<file path="config.mk">
export PLATFORM = sky130hd
export DESIGN_NAME = vram_fill_dma_flat
export DESIGN_NICKNAME = d
export VERILOG_FILES = /design/src/rtl/aznable_pkg.sv /design/src/rtl/vram_fill_dma_if.sv /design/src/rtl/vram_fill_dma.sv /design/src/flat_wrapper.sv
export SDC_FILE = /design/constraint.sdc
export NUM_CORES = 1
export LEC_CHECK = 0
export ABC_CLOCK_PERIOD_IN_PS = 1700
export BUFFER_PORTS_ARGS = -buffer_cell sky130_fd_sc_hd__clkbuf_2
export CAP_MARGIN = 20
export CORE_MARGIN = 5
export CORE_UTILIZATION = 40
export DETAILED_ROUTE_END_ITERATION = 7
export HOLD_SLACK_MARGIN = 0.15
export SYNTH_ARGS = -nofsm -noshare
export SYNTH_HDL_FRONTEND = slang
export SYNTH_SLANG_ARGS = --single-unit
</file>
<file path="constraint.sdc">
create_clock -name clk_sys -period 1.7 [get_ports clk_sys]
set_input_delay 0.085 -clock clk_sys [delete_from_list [all_inputs] [get_ports clk_sys]]
set_output_delay 0.085 -clock clk_sys [all_outputs]
set_load 0.02 [all_outputs]
</file>
<file path="src/rtl/aznable_pkg.sv">
// Shared definitions for the VRAM fill DMA: register offsets, TARGET bits, FSM states.
// Used by the fill engine and anything decoding its register window.
package aznable_pkg;

  localparam logic [2:0] REG_DST_LO = 3'd0;
  localparam logic [2:0] REG_DST_HI = 3'd1;
  localparam logic [2:0] REG_LEN_LO = 3'd2;
  localparam logic [2:0] REG_LEN_HI = 3'd3;
  localparam logic [2:0] REG_VALUE  = 3'd4;
  localparam logic [2:0] REG_TARGET = 3'd5;
  localparam logic [2:0] REG_CTRL   = 3'd6;
  localparam logic [2:0] REG_RSVD   = 3'd7;

  localparam int TGT_CHRAM = 0;
  localparam int TGT_FGCOL = 1;
  localparam int TGT_BGCOL = 2;

  typedef enum logic {
    ST_IDLE = 1'b0,
    ST_RUN  = 1'b1
  } fill_state_t;

endpackage

</file>
<file path="src/rtl/vram_fill_dma_if.sv">
// CPU bus, register read-back and VRAM CPU-side port bundle for the fill DMA.
// master = CPU/bus side, slave = fill engine.
interface vram_fill_dma_if #(
  parameter int ADDR_W = 11
);
  logic [15:0]       cpu_addr;
  logic [7:0]        cpu_dout;
  logic              cpu_wr_n;
  logic              reg_cs;
  logic              chram_cs;
  logic              fgcolram_cs;
  logic              bgcolram_cs;
  logic [7:0]        reg_dout;
  logic [ADDR_W-1:0] ram_addr;
  logic [7:0]        ram_data;
  logic              chram_wr;
  logic              fgcolram_wr;
  logic              bgcolram_wr;
  logic              busy;

  modport master (
    output cpu_addr, cpu_dout, cpu_wr_n, reg_cs, chram_cs, fgcolram_cs, bgcolram_cs,
    input  reg_dout, ram_addr, ram_data, chram_wr, fgcolram_wr, bgcolram_wr, busy
  );

  modport slave (
    input  cpu_addr, cpu_dout, cpu_wr_n, reg_cs, chram_cs, fgcolram_cs, bgcolram_cs,
    output reg_dout, ram_addr, ram_data, chram_wr, fgcolram_wr, bgcolram_wr, busy
  );
endinterface

</file>
<file path="src/rtl/vram_fill_dma.sv">
// Fills a span of char/colour VRAM with a constant byte, stealing only cycles the CPU leaves idle.
// One write per free cycle; busy rises the cycle after start; CPU VRAM access always wins and is never stalled.
module vram_fill_dma
  import aznable_pkg::*;
#(
  parameter int ADDR_W = 11,
  parameter int LEN_W  = 12
) (
  input  logic           clk_sys,
  input  logic           reset_n,
  vram_fill_dma_if.slave bus
);

  localparam logic [LEN_W-1:0] MAX_LEN = LEN_W'(2**ADDR_W);

  fill_state_t       state;
  logic [ADDR_W-1:0] dst;
  logic [ADDR_W-1:0] ptr;
  logic [LEN_W-1:0]  len;
  logic [LEN_W-1:0]  rem;
  logic [7:0]        value;
  logic [7:0]        val_q;
  logic [2:0]        target;
  logic [2:0]        tgt_q;
  logic              done;

  logic [2:0] sel;
  logic       reg_wr;
  logic       stat_rd;
  logic       vram_cs;
  logic       fill_wr;
  logic       start_req;
  logic       cpu_wr_en;
  logic       unused_addr;

  assign sel         = bus.cpu_addr[2:0];
  assign reg_wr      = bus.reg_cs && !bus.cpu_wr_n;
  assign stat_rd     = bus.reg_cs && bus.cpu_wr_n && (sel == REG_CTRL);
  assign vram_cs     = bus.chram_cs || bus.fgcolram_cs || bus.bgcolram_cs;
  assign fill_wr     = (state == ST_RUN) && !vram_cs;
  assign start_req   = reg_wr && (sel == REG_CTRL) && bus.cpu_dout[0];
  assign cpu_wr_en   = reset_n && !bus.cpu_wr_n;
  assign unused_addr = ^bus.cpu_addr[15:ADDR_W];

  always_comb begin
    bus.reg_dout = 8'h00;
    case (sel)
      REG_DST_LO: bus.reg_dout = dst[7:0];
      REG_DST_HI: bus.reg_dout = 8'(dst[ADDR_W-1:8]);
      REG_LEN_LO: bus.reg_dout = len[7:0];
      REG_LEN_HI: bus.reg_dout = 8'(len[LEN_W-1:8]);
      REG_VALUE:  bus.reg_dout = value;
      REG_TARGET: bus.reg_dout = {5'b0, target};
      REG_CTRL:   bus.reg_dout = {6'b0, done, (state == ST_RUN)};
      REG_RSVD:   bus.reg_dout = 8'h00;
      default:    bus.reg_dout = 8'h00;
    endcase
  end

  // Fill owns the VRAM port only in cycles with no CPU VRAM select, so the two never collide.
  assign bus.busy        = (state == ST_RUN);
  assign bus.ram_addr    = fill_wr ? ptr : bus.cpu_addr[ADDR_W-1:0];
  assign bus.ram_data    = fill_wr ? val_q : bus.cpu_dout;
  assign bus.chram_wr    = fill_wr ? tgt_q[TGT_CHRAM] : (cpu_wr_en && bus.chram_cs);
  assign bus.fgcolram_wr = fill_wr ? tgt_q[TGT_FGCOL] : (cpu_wr_en && bus.fgcolram_cs);
  assign bus.bgcolram_wr = fill_wr ? tgt_q[TGT_BGCOL] : (cpu_wr_en && bus.bgcolram_cs);

  always_ff @(posedge clk_sys or negedge reset_n) begin
    if (!reset_n) begin
      state  <= ST_IDLE;
      dst    <= '0;
      ptr    <= '0;
      len    <= '0;
      rem    <= '0;
      value  <= '0;
      val_q  <= '0;
      target <= '0;
      tgt_q  <= '0;
      done   <= 1'b0;
    end else begin
      if (stat_rd) done <= 1'b0;

      if (reg_wr && state == ST_IDLE) begin
        case (sel)
          REG_DST_LO: dst[7:0]         <= bus.cpu_dout;
          REG_DST_HI: dst[ADDR_W-1:8]  <= bus.cpu_dout[ADDR_W-9:0];
          REG_LEN_LO: len[7:0]         <= bus.cpu_dout;
          REG_LEN_HI: len[LEN_W-1:8]   <= bus.cpu_dout[LEN_W-9:0];
          REG_VALUE:  value            <= bus.cpu_dout;
          REG_TARGET: target           <= bus.cpu_dout[2:0];
          default: ;
        endcase
      end

      case (state)
        ST_IDLE: begin
          if (start_req) begin
            if (len != '0 && target != 3'b000) begin
              ptr   <= dst;
              rem   <= (len > MAX_LEN) ? MAX_LEN : len;
              val_q <= value;
              tgt_q <= target;
              done  <= 1'b0;
              state <= ST_RUN;
            end else begin
              done <= 1'b1;
            end
          end
        end
        ST_RUN: begin
          if (fill_wr) begin
            ptr <= ptr + 1'b1;
            rem <= rem - 1'b1;
            // Completion overrides a same-cycle STATUS read so the done event is never lost.
            if (rem == LEN_W'(1)) begin
              state <= ST_IDLE;
              done  <= 1'b1;
            end
          end
        end
      endcase
    end
  end

endmodule

</file>
<file path="src/flat_wrapper.sv">
// flat-port wrapper written by rule: the top's interface ports become plain ports
module vram_fill_dma_flat import aznable_pkg::*;
#(
  parameter int ADDR_W = 11,
  parameter int LEN_W  = 12
)
  (clk_sys, reset_n, bus_cpu_addr, bus_cpu_dout, bus_cpu_wr_n, bus_reg_cs, bus_chram_cs, bus_fgcolram_cs, bus_bgcolram_cs, bus_reg_dout, bus_ram_addr, bus_ram_data, bus_chram_wr, bus_fgcolram_wr, bus_bgcolram_wr, bus_busy);
  vram_fill_dma_if #(.ADDR_W(ADDR_W)) bus_i ();
  input  logic clk_sys;
  input  logic reset_n;
  input wire logic [$bits(bus_i.cpu_addr)-1:0] bus_cpu_addr;
  input wire logic [$bits(bus_i.cpu_dout)-1:0] bus_cpu_dout;
  input wire logic [$bits(bus_i.cpu_wr_n)-1:0] bus_cpu_wr_n;
  input wire logic [$bits(bus_i.reg_cs)-1:0] bus_reg_cs;
  input wire logic [$bits(bus_i.chram_cs)-1:0] bus_chram_cs;
  input wire logic [$bits(bus_i.fgcolram_cs)-1:0] bus_fgcolram_cs;
  input wire logic [$bits(bus_i.bgcolram_cs)-1:0] bus_bgcolram_cs;
  output wire logic [$bits(bus_i.reg_dout)-1:0] bus_reg_dout;
  output wire logic [$bits(bus_i.ram_addr)-1:0] bus_ram_addr;
  output wire logic [$bits(bus_i.ram_data)-1:0] bus_ram_data;
  output wire logic [$bits(bus_i.chram_wr)-1:0] bus_chram_wr;
  output wire logic [$bits(bus_i.fgcolram_wr)-1:0] bus_fgcolram_wr;
  output wire logic [$bits(bus_i.bgcolram_wr)-1:0] bus_bgcolram_wr;
  output wire logic [$bits(bus_i.busy)-1:0] bus_busy;
  assign bus_i.cpu_addr = bus_cpu_addr;
  assign bus_i.cpu_dout = bus_cpu_dout;
  assign bus_i.cpu_wr_n = bus_cpu_wr_n;
  assign bus_i.reg_cs = bus_reg_cs;
  assign bus_i.chram_cs = bus_chram_cs;
  assign bus_i.fgcolram_cs = bus_fgcolram_cs;
  assign bus_i.bgcolram_cs = bus_bgcolram_cs;
  assign bus_reg_dout = bus_i.reg_dout;
  assign bus_ram_addr = bus_i.ram_addr;
  assign bus_ram_data = bus_i.ram_data;
  assign bus_chram_wr = bus_i.chram_wr;
  assign bus_fgcolram_wr = bus_i.fgcolram_wr;
  assign bus_bgcolram_wr = bus_i.bgcolram_wr;
  assign bus_busy = bus_i.busy;
  vram_fill_dma #(.ADDR_W(ADDR_W), .LEN_W(LEN_W)) u_core (.clk_sys(clk_sys), .reset_n(reset_n), .bus(bus_i));
endmodule
</file>
==> flow_metrics.py, run 1 <==
metrics = {
    "timing": {
        "period_minus_slack_ns": 1.99,
        "slew_violations": 0,
        "rsz0062_at_grt": "yes",
        "worstMarginPinSlew_ns": 0.400,
        "finalCritPeriodShare_pct": 117,
        "setup_ws_ns": -0.292,
        "whs_ns": 0.225,
        "fin_setup_tns_ns": -10.22,
        "timing.fmax_mhz": 502,
        "finalHoldViolCount": 0,
        "maxSlewHeadroom_pct": 73.3,
        "setup_violations": 66,
        "fin_worst_skew_ns": 0.0108,
    },
    "pwr": {
        "p_seq_share_pct": 37.9,
        "share_comb_of_total_power_pct": 39.8,
        "internal-power_uw": 4340,
        "peakVddDrop_mv": 0.521,
        "power_uw": 6880,
        "pwr-share-clk_pct": 22.3,
        "power_density_nw_per_um2": 1140,
        "power.switching_uw": 2540,
        "leakagePower_uw": 0.00283,
        "p_sw_share_pct": 36.9,
    },
    "die": {
        "start_util_pct": 40.4,
        "core_area_um2": 9640,
        "std_cell_rows": 36,
        "design.die.area_um2": 11800,
        "io_pins": 62,
        "die_h_um": 109,
        "dieWidth_um": 109,
    },
    "drt": {
        "vias_per_cell": 5.58,
        "drc": 0,
        "ant_nets": 0,
        "wl_um": 14000,
        "first_pass_iters": 5,
        "wl_per_cell_um": 19.7,
        "vias": 3950,
        "first_iter_violations": 387,
    },
    "cts": {
        "cts_root_buffer": "clkbuf_8",
        "cts_buffers": 9,
        "clkTransAtPathRegs_ns": 0.08,
        "htreeDepth": 3,
        "cts_tree": "built",
        "insertion_delay_ns": 0.35,
        "clock_sinks": 70,
        "clockBufferDepth": 2,
    },
    "logic_synthesis": {
        "synth_top_area_share_pct": 45.0,
        "synth_cell_type_count": 47,
        "ys_seq_elements": 70,
        "yosys_warnings": 0,
        "synth_area_leader_cell": "dfrtp_1",
        "synth_area_um2": 3890,
        "synth_seq_area_share_pct": 45.0,
        "syn_inst": 429,
        "syn_area_per_cell_um2": 9.07,
        "syn_nets": 463,
        "netlist_top_cells_area": "dfrtp_1, nand2_1, mux2_2",
    },
    "cells_and_area": {
        "nNetsFinal": 604,
        "diodes": 0,
        "area_growth_pct": 54.6,
        "fin_cells": 708,
        "drive_above_1_share_pct": 48.9,
        "fill_cells": 799,
        "fin_util_pct": 62.4,
    },
    "global_routing": {
        "grt_pass1_wl_um": 20100,
        "grt_overflow_total": 0,
        "grt_pass1_vias": 3682,
        "track_usage_pct": 22.4,
        "antenna_found_initial": 0,
        "grt_max_degree": 71,
    },
    "placement": {
        "place_inst": 656,
        "dpl.hpwl_um": 8750,
        "portBuffers": 56,
        "gp_congestion": 0.900,
    },
    "worst_hold_path": {
        "worstHoldPathCells": 3,
        "hp-class": "in -> reg",
    },
    "worst_setup_path": {
        "crit_fanout": 5,
        "start_kind": "register",
        "required_ns": 1.92,
        "crit_type": "reg -> reg",
        "r2r_slack_ns": -0.29,
        "reg2reg_depth": 7,
        "worst-endpoint-arrival_ns": 2.21,
        "worstSetupEndpointType": "register",
    },
    "outcome": {
        "outcome": "finished, violations left",
        "violations": "negative setup slack",
    },
    "job": {
        "cap_viol_max_count": 0,
    },
}
## cell type report
type,instances,area (um^2),area share (%)
multi-input combinational,329,2430,40.4
sequential,70,1750,29.1
timing repair buffer,150,1410,23.4
tap,133,166,2.76
clock buffer,9,124,2.06
clock inverter,7,97.6,1.62
inverter,10,40.0,0.665
## path summary, 6_finish.rpt
path / startpoint / endpoint
setup reg to reg: u_core.bus.busy / u_core.rem[2]
setup / recovery: u_core.bus.busy / u_core.rem[2]
hold reg to reg: u_core.val_q[7] / u_core.val_q[7]
max in group asynchronous: reset_n / u_core.len[0]
min in group asynchronous: reset_n / u_core.value[3]
hold / removal: bus_cpu_dout[0] / u_core.dst[0]
## logic make-up after synthesis
family,after synthesis,synth area share [%]
AO/OA/AOI/OAI,78,12.8
multiplexers,53,15.1
AND/OR/NAND/NOR,194,22.7
adder cells (fa/ha/maj),3,0.964
buffers and inverters,31,3.47
flip-flops,70,45.0
## per-layer routing
metal	part of all wire, %	track usage, %	vias to the layer above	wire length (um)
met4	2.5	6.40	0	348
met3	6.9	2.78	33	960
li1	-	-	1798	-
met2	49	36.2	183	6790
met5	0	0	-	0
met1	42	31.8	1936	5870
## cells in the mapped netlist (all sizes together)
cell    number
and4bb       1
a22o         3
nor4         5
a221o        5
nand4        2
nor4b        2
o31a         1
a21o         1
a21boi       2
clkbuf      10
o41ai        1
and4         1
o221ai       2
nor2        26
mux4         1
a311o        1
mux2i       16
or4          2
o31ai        2
nor2b        9
inv         10
mux2        36
a222oi       1
or4b         1
a221oi       3
nand2      114
nand3        9
nand2b       5
a21oi       24
and3         4
o21ai       22
ha           3
dfrtp       70
o22ai        9
a32oi        1
nor3         9
buf         11
nor3b        2
or3          2
## state kept, by name, summed over array words and instances, names as in the netlist
signal,cells
u_core.tgt_q,3
u_core.rem,12
u_core.value,8
u_core.ptr,11
u_core.dst,11
u_core.done,1
u_core.len,12
u_core.target,3
u_core.val_q,8
u_core.bus.busy,1
## power groups by stage
stage	clock (uW)	combinational, uW	sequential [uW]
after floorplan	0	1240	2500
after global placement	0	2070	2550
after detailed placement	0	2110	2570
after CTS	1540	2440	2550
after global routing	1610	2950	2650
final	1530	2740	2610
## cell usage in the layout, fill, tap and decap left out, types with 16 or more instances in the layout
master	count
buf_4	53
mux2i_1	16
nor2_1	25
buf_6	38
dfrtp_1	69
mux2_2	35
clkbuf_2	30
nand2_4	17
nand2_2	30
a21oi_1	19
nand2_1	67
## timing repair
action | in CTS | in global routing
gates resized for setup | 72 | 136
gates cloned | 5 | 5
setup endpoints to repair | 65 | 80
endpoints found under the hold margin | 98 | 0
hold buffers | 8 | 0
setup buffers | 12 | 8
pin swaps | 22 | 35
## through the flow
| stage | setup WS (ns) | cell area (um^2) |
|---|---|---|
| final | -0.292 | 6020 |
| after global routing | -0.349 | 6020 |
| after CTS | -0.241 | 5480 |
| after detailed placement | -0.172 | 4740 |
| after global placement | -0.0823 | 4740 |
| after floorplan | -0.0372 | 3920 |
## worst max-delay path, stage by stage, from the launching register on
cell      delay [ns]
dfrtp_2         0.41
buf_4           0.16
and4bb_2        0.32
nand4_1         0.14
buf_6           0.17
o21ai_4         0.23
o21ai_1         0.12
a221o_1         0.32
Note: power is estimated with default switching activity, not from simulation.
==> run 2: changes to the inputs <==
--- a/config.mk
+++ b/config.mk
@@ -5,13 +5,16 @@
 export SDC_FILE = /design/constraint.sdc
 export NUM_CORES = 1
 export LEC_CHECK = 0
-export ABC_CLOCK_PERIOD_IN_PS = 1700
+export ABC_CLOCK_PERIOD_IN_PS = 1650
 export BUFFER_PORTS_ARGS = -buffer_cell sky130_fd_sc_hd__clkbuf_2
 export CAP_MARGIN = 20
+export CELL_PAD_IN_SITES_DETAIL_PLACEMENT = 1
+export CELL_PAD_IN_SITES_GLOBAL_PLACEMENT = 1
 export CORE_MARGIN = 5
-export CORE_UTILIZATION = 40
+export CORE_UTILIZATION = 39
 export DETAILED_ROUTE_END_ITERATION = 7
 export HOLD_SLACK_MARGIN = 0.15
+export PLACE_DENSITY_LB_ADDON = 0.1
 export SYNTH_ARGS = -nofsm -noshare
 export SYNTH_HDL_FRONTEND = slang
 export SYNTH_SLANG_ARGS = --single-unit
==> constraint.sdc (replaced) <==
create_clock -name clk_sys -period 1.65 [get_ports clk_sys]
set_input_delay 0.0825 -clock clk_sys [delete_from_list [all_inputs] [get_ports clk_sys]]
set_output_delay 0.0825 -clock clk_sys [all_outputs]
set_load 0.02 [all_outputs]
==> run 2 against run 1 <==
The flow still finishes with violations (negative setup slack); hold slack lost 0.0096 ns; clock power about the same; flip-flop and latch count unchanged; die area rose by 2.3%; setup slack worse by 0.095 ns; largest cell class unchanged; critical path depth unchanged; global-route usage rose by 4.8 points; critical endpoint is now bus_reg_dout[0]; register-to-register slack got worse by 0.09 ns; combinational power is 20% higher; final area increased by 9.2%; sequential power is 8.8% higher; clock-buffer cell count up 2.
==> flow_metrics.py, run 2 (synthesis gave the netlist of run 1 again) <==
metrics = {
    "worst_setup_path": {
        "start_kind": "register",
        "worstReg2RegEnd": "u_core.ptr[3]",
        "slowest_stage": "dfrtp_1",
        "crit_fanout": 2,
        "r2r_slack_ns": -0.38,
        "reg2reg_depth": 7,
        "r2r-start": "u_core.bus.busy",
        "crit_type": "reg -> out",
        "required_ns": 1.57,
        "max_stage_delay_ns": 0.42,
        "worstSetupEndpointType": "output port",
        "crit_family": "compound AO/OA/AOI/OAI gates",
        "path_cells": "buf_4 > inv_1 > o22ai_1 > mux2_4 > a221oi_2 > a21oi_2 > clkbuf_8",
        "crit_buf_inv": 3,
        "worst-endpoint-arrival_ns": 1.95,
    },
    "die": {
        "design.die.area_um2": 12100,
        "std_cell_rows": 36,
        "io_pins": 62,
        "dieWidth_um": 110,
        "core_area_um2": 9770,
        "start_util_pct": 39.8,
        "die_h_um": 110,
    },
    "cells_and_area": {
        "fill_cells": 1024,
        "final_area_um2": 6570,
        "top_regs": "u_core.len x12, u_core.rem x12",
        "drive_above_1_share_pct": 58.2,
        "final_cell_mix": "dfrtp_1, buf_4, nand2_1, nand2_2, nand2_4",
        "area_growth_pct": 68.9,
        "fin_util_pct": 67.3,
        "nNetsFinal": 618,
        "diodes": 0,
        "final_common_cell": "dfrtp_1",
    },
    "cts": {
        "cts_buffers": 9,
        "clock_sinks": 70,
        "insertion_delay_ns": 0.37,
        "clockBufferDepth": 2,
        "cts_tree": "built",
        "htreeDepth": 3,
        "cts_root_buffer": "clkbuf_8",
        "clkTransAtPathRegs_ns": 0.09,
    },
    "worst_hold_path": {
        "min_to": "u_core.done",
        "hp-class": "in -> reg",
        "worstHoldPathCells": 4,
        "worst_hold_startpoint": "bus_reg_cs",
    },
    "timing": {
        "worstMarginPinSlew_ns": 0.764,
        "rsz0062_at_grt": "yes",
        "fin_worst_skew_ns": 0.0164,
        "slew_violations": 0,
        "finalHoldViolCount": 0,
        "timing.fmax_mhz": 491,
        "finalCritPeriodShare_pct": 123,
        "period_minus_slack_ns": 2.04,
        "setup_ws_ns": -0.387,
        "setup_violations": 95,
        "fin_setup_tns_ns": -20.47,
        "maxSlewHeadroom_pct": 49.0,
    },
    "drt": {
        "wl_per_cell_um": 27.4,
        "first_pass_iters": 5,
        "vias_per_cell": 6.06,
        "wl_um": 19800,
        "vias": 4377,
        "first_iter_violations": 334,
        "drc": 0,
        "ant_nets": 0,
    },
    "global_routing": {
        "grt_pass1_vias": 4424,
        "grt_max_degree": 71,
        "antenna_found_initial": 0,
        "grt_pass1_wl_um": 24500,
        "grt_overflow_total": 0,
        "track_usage_pct": 27.3,
    },
    "pwr": {
        "peakVddDrop_mv": 0.628,
        "power_uw": 7650,
        "leakagePower_uw": 0.00309,
        "power_density_nw_per_um2": 1160,
    },
    "placement": {
        "gp_congestion": 0.842,
        "preCtsSetupSlack_ns": -0.218,
        "placed_cell_area_um2": 4820,
        "dpl.hpwl_um": 9970,
        "portBuffers": 56,
    },
    "job": {
        "cap_viol_max_count": 0,
    },
    "outcome": {
        "violations": "negative setup slack",
        "outcome": "finished, violations left",
    },
}
run 2: area by class of cell:
| cell class | instances | area (um^2) | share of cell area [%] |
|---|---|---|---|
| flip-flops and latches | 70 | 1750 | 26.7 |
| well taps | 133 | 166 | 2.53 |
| repair buffers | 165 | 1680 | 25.5 |
| clock buffers | 11 | 141 | 2.15 |
| multi-input cells | 328 | 2740 | 41.6 |
| inverters | 10 | 40.0 | 0.609 |
| clock inverters | 5 | 58.8 | 0.895 |
run 2: timing repair:
item / CTS / global route
cloned: 4 / 2
endpoints found under the setup margin: 70 / 96
pin swaps: 26 / 53
hold buffers: 8 / 0
gates resized for setup: 135 / 169
buffers inserted: 17 / 17
endpoints found under the hold margin: 98 / 0
run 2: worst max path at each step:
stage | startpoint | endpoint | slack [ns] | depth (start not counted)
after floorplan | u_core.bus.busy | u_core.rem[4] | -0.09 | 6
after global placement | u_core.rem[6] | u_core.rem[8] | -0.11 | 5
after detailed placement | u_core.bus.busy | u_core.ptr[2] | -0.22 | 5
after CTS | u_core.bus.busy | bus_ram_addr[4] | -0.29 | 5
after global routing | u_core.bus.busy | bus_ram_addr[10] | -0.46 | 9
final | u_core.len[0] | bus_reg_dout[0] | -0.39 | 7
run 2: power breakdown:
group | internal [uW] | leakage, uW | switching (uW)
logic | 1550 | 0.00211 | 1730
clock network | 745 | 0.0000959 | 785
registers | 2200 | 0.000884 | 634
total | 4500 | 0.00309 | 3150
run 2: metal layers:
metal,share of wire [%],wire [um],vias up,GRT usage (%)
met3,6.4,1260,75,4.23
met4,3.9,771,0,8.64
met1,38,7490,2231,34.0
met2,52,10200,241,48.1
met5,0,0,-,0
li1,-,-,1830,-
run 2: stage by stage:
stage / cells / hold WS, ns
after floorplan: 429 / -0.213
after global placement: 661 / 0.190
after detailed placement: 661 / 0.183
after CTS: 706 / 0.181
after global routing: 722 / 0.229
final: 722 / 0.216
run 2: worst reg2reg max path, delay by kind of cell, from the launching register on:
kind                   cells  cell delay [ns]
AO/OA/AOI/OAI              2             0.59
buffers and inverters      2             0.28
AND/OR/NAND/NOR            3             0.61
flip-flops                 1             0.44
==> run 3: changes to the inputs <==
--- a/config.mk
+++ b/config.mk
@@ -6,13 +6,13 @@
 export NUM_CORES = 1
 export LEC_CHECK = 0
 export ABC_CLOCK_PERIOD_IN_PS = 1650
-export BUFFER_PORTS_ARGS = -buffer_cell sky130_fd_sc_hd__clkbuf_2
 export CAP_MARGIN = 20
 export CELL_PAD_IN_SITES_DETAIL_PLACEMENT = 1
 export CELL_PAD_IN_SITES_GLOBAL_PLACEMENT = 1
 export CORE_MARGIN = 5
-export CORE_UTILIZATION = 39
+export CORE_UTILIZATION = 40
 export DETAILED_ROUTE_END_ITERATION = 7
+export DONT_BUFFER_PORTS = 1
 export HOLD_SLACK_MARGIN = 0.15
 export PLACE_DENSITY_LB_ADDON = 0.1
 export SYNTH_ARGS = -nofsm -noshare
==> run 3 against run 2 <==
Critical path type is now reg -> reg; critical endpoint is now u_core.ptr[5]; utilization is 7.1 points lower; wire length is 24% lower; die area is 2.3% lower; combinational power shrank 15%; the flow finishes with violations (negative hold slack, negative setup slack); fmax increased by 5.4%.
==> flow_metrics.py, run 3 (synthesis gave the netlist of run 1 again) <==
metrics = {
    "worst_setup_path": {
        "start_kind": "register",
        "crit_end": "u_core.ptr[5]",
        "worst-endpoint-arrival_ns": 2.18,
        "r2r-start": "u_core.bus.busy",
        "worstSetupEndpointType": "register",
        "r2r_slack_ns": -0.28,
        "crit_fanout": 4,
        "crit_path_start": "u_core.bus.busy",
        "max_stage_delay_ns": 0.44,
        "crit_buf_inv": 1,
        "slowest_stage": "dfrtp_2",
        "crit_family": "compound AO/OA/AOI/OAI gates",
        "reg2reg_depth": 6,
        "worstReg2RegEnd": "u_core.ptr[5]",
        "crit_type": "reg -> reg",
        "path_cells": "and4bb_2 > nand4_1 > buf_4 > o21ai_4 > a21oi_1 > a221o_1",
        "crit_cells": 6,
        "required_ns": 1.89,
    },
    "timing": {
        "fin_setup_tns_ns": -8.48,
        "rsz0062_at_grt": "yes",
        "worstMarginPinSlew_ns": 0.468,
        "timing.fmax_mhz": 517,
        "setup_violations": 58,
        "slew_violations": 0,
        "finalHoldViolCount": 70,
        "whs_ns": -0.597,
        "finalCritPeriodShare_pct": 117,
        "maxSlewHeadroom_pct": 68.7,
        "setup_ws_ns": -0.282,
        "fin_worst_skew_ns": 0.0137,
        "period_minus_slack_ns": 1.93,
    },
    "outcome": {
        "violations": "negative hold slack, negative setup slack",
        "outcome": "finished, violations left",
    },
    "pwr": {
        "p_sw_share_pct": 38.5,
        "p_seq_share_pct": 39.9,
        "leakagePower_uw": 0.00257,
        "power.switching_uw": 2680,
        "pwr-share-clk_pct": 20.2,
        "peakVddDrop_mv": 0.567,
        "power_density_nw_per_um2": 1200,
        "internal-power_uw": 4280,
        "share_comb_of_total_power_pct": 39.9,
    },
    "cts": {
        "clkTransAtPathRegs_ns": 0.09,
        "cts_buffers": 9,
        "htreeDepth": 3,
        "cts_root_buffer": "clkbuf_8",
        "cts_tree": "built",
        "clockBufferDepth": 2,
        "clock_sinks": 70,
        "insertion_delay_ns": 0.36,
    },
    "cells_and_area": {
        "drive_above_1_share_pct": 46.8,
        "diodes": 0,
        "area_growth_pct": 49.0,
        "top_regs": "u_core.len x12, u_core.rem x12",
        "final_common_cell": "dfrtp_1",
        "fill_cells": 1054,
        "seq_area_um2": 1750,
        "fin_cells": 652,
        "nNetsFinal": 548,
        "multi_input_area_um2": 2720,
        "final_area_um2": 5800,
        "fin_util_pct": 60.2,
        "final_cell_mix": "dfrtp_1, nand2_1, buf_4, nand2_4, mux2_2",
    },
    "worst_hold_path": {
        "hp-class": "in -> async",
    },
    "placement": {
        "dpl.hpwl_um": 9310,
        "gp_congestion": 0.852,
        "portBuffers": 0,
        "place_inst": 599,
        "placed_cell_area_um2": 4490,
    },
    "die": {
        "std_cell_rows": 36,
        "start_util_pct": 40.4,
        "design.die.area_um2": 11800,
        "die_h_um": 109,
        "core_area_um2": 9640,
        "dieWidth_um": 109,
        "io_pins": 62,
    },
    "drt": {
        "drc": 0,
        "wl_per_cell_um": 23.0,
        "first_pass_iters": 4,
        "first_iter_violations": 136,
        "wl_um": 15000,
        "vias": 3744,
        "ant_nets": 0,
        "vias_per_cell": 5.74,
    },
    "global_routing": {
        "grt_pass1_wl_um": 21100,
        "grt_max_degree": 72,
        "grt_pass1_vias": 3799,
        "track_usage_pct": 23.8,
        "antenna_found_initial": 0,
        "grt_overflow_total": 0,
    },
    "job": {
        "cap_viol_max_count": 0,
    },
}
==> run 3: metal layers <==
| layer | vias to the layer above | global-route usage [%] | wire length (um) |
|---|---|---|---|
| li1 | 1691 | - | - |
| met1 | 1939 | 32.0 | 6340 |
| met2 | 91 | 39.3 | 7750 |
| met3 | 23 | 4.38 | 591 |
| met4 | 0 | 6.67 | 319 |
| met5 | - | 0 | 0 |
==> run 3: power by group through the flow <==
stage	sequential (uW)	clock, uW	combinational [uW]
5_1_grt	2830	1510	2990
3_5_place_dp	2680	0	2080
4_1_cts	2670	1420	2300
2_1_floorplan	2580	0	1290
3_3_place_gp	2640	0	2020
6_report	2780	1410	2780
==> run 3: worst min-delay path by stage <==
stage	start	endpoint	slack, ns	cells after the start
floorplan	reset_n	u_core.bus.busy	-0.21	0
global placement	reset_n	u_core.rem[9]	-0.21	0
finish	reset_n	u_core.rem[10]	-0.60	0
global route	reset_n	u_core.rem[10]	-0.62	0
detailed placement	reset_n	u_core.rem[10]	-0.21	0
CTS	reset_n	u_core.tgt_q[2]	-0.60	0
==> run 3: repair_timing <==
item	in CTS	in global routing
hold buffers	13	2
buffers inserted	6	16
resized for setup	71	122
cloned	0	3
pin swaps	19	45
endpoints found under the hold margin	105	81
endpoints found under the setup margin	65	81
==> run 3: area by class of cell <==
type / count / share of cell area (%)
Clock inverter: 4 / 0.820
Sequential cell: 70 / 30.2
Inverter: 10 / 0.690
Multi-Input combinational cell: 329 / 46.9
Tap cell: 133 / 2.87
Clock buffer: 12 / 2.33
Timing Repair Buffer: 94 / 16.1
==> run 3: through the flow <==
stage / power (uW) / setup slack [ns]
final: 6960 / -0.282
after CTS: 6390 / -0.167
after global placement: 4660 / -0.132
after detailed placement: 4760 / -0.232
after global routing: 7330 / -0.330
after floorplan: 3870 / -0.0872
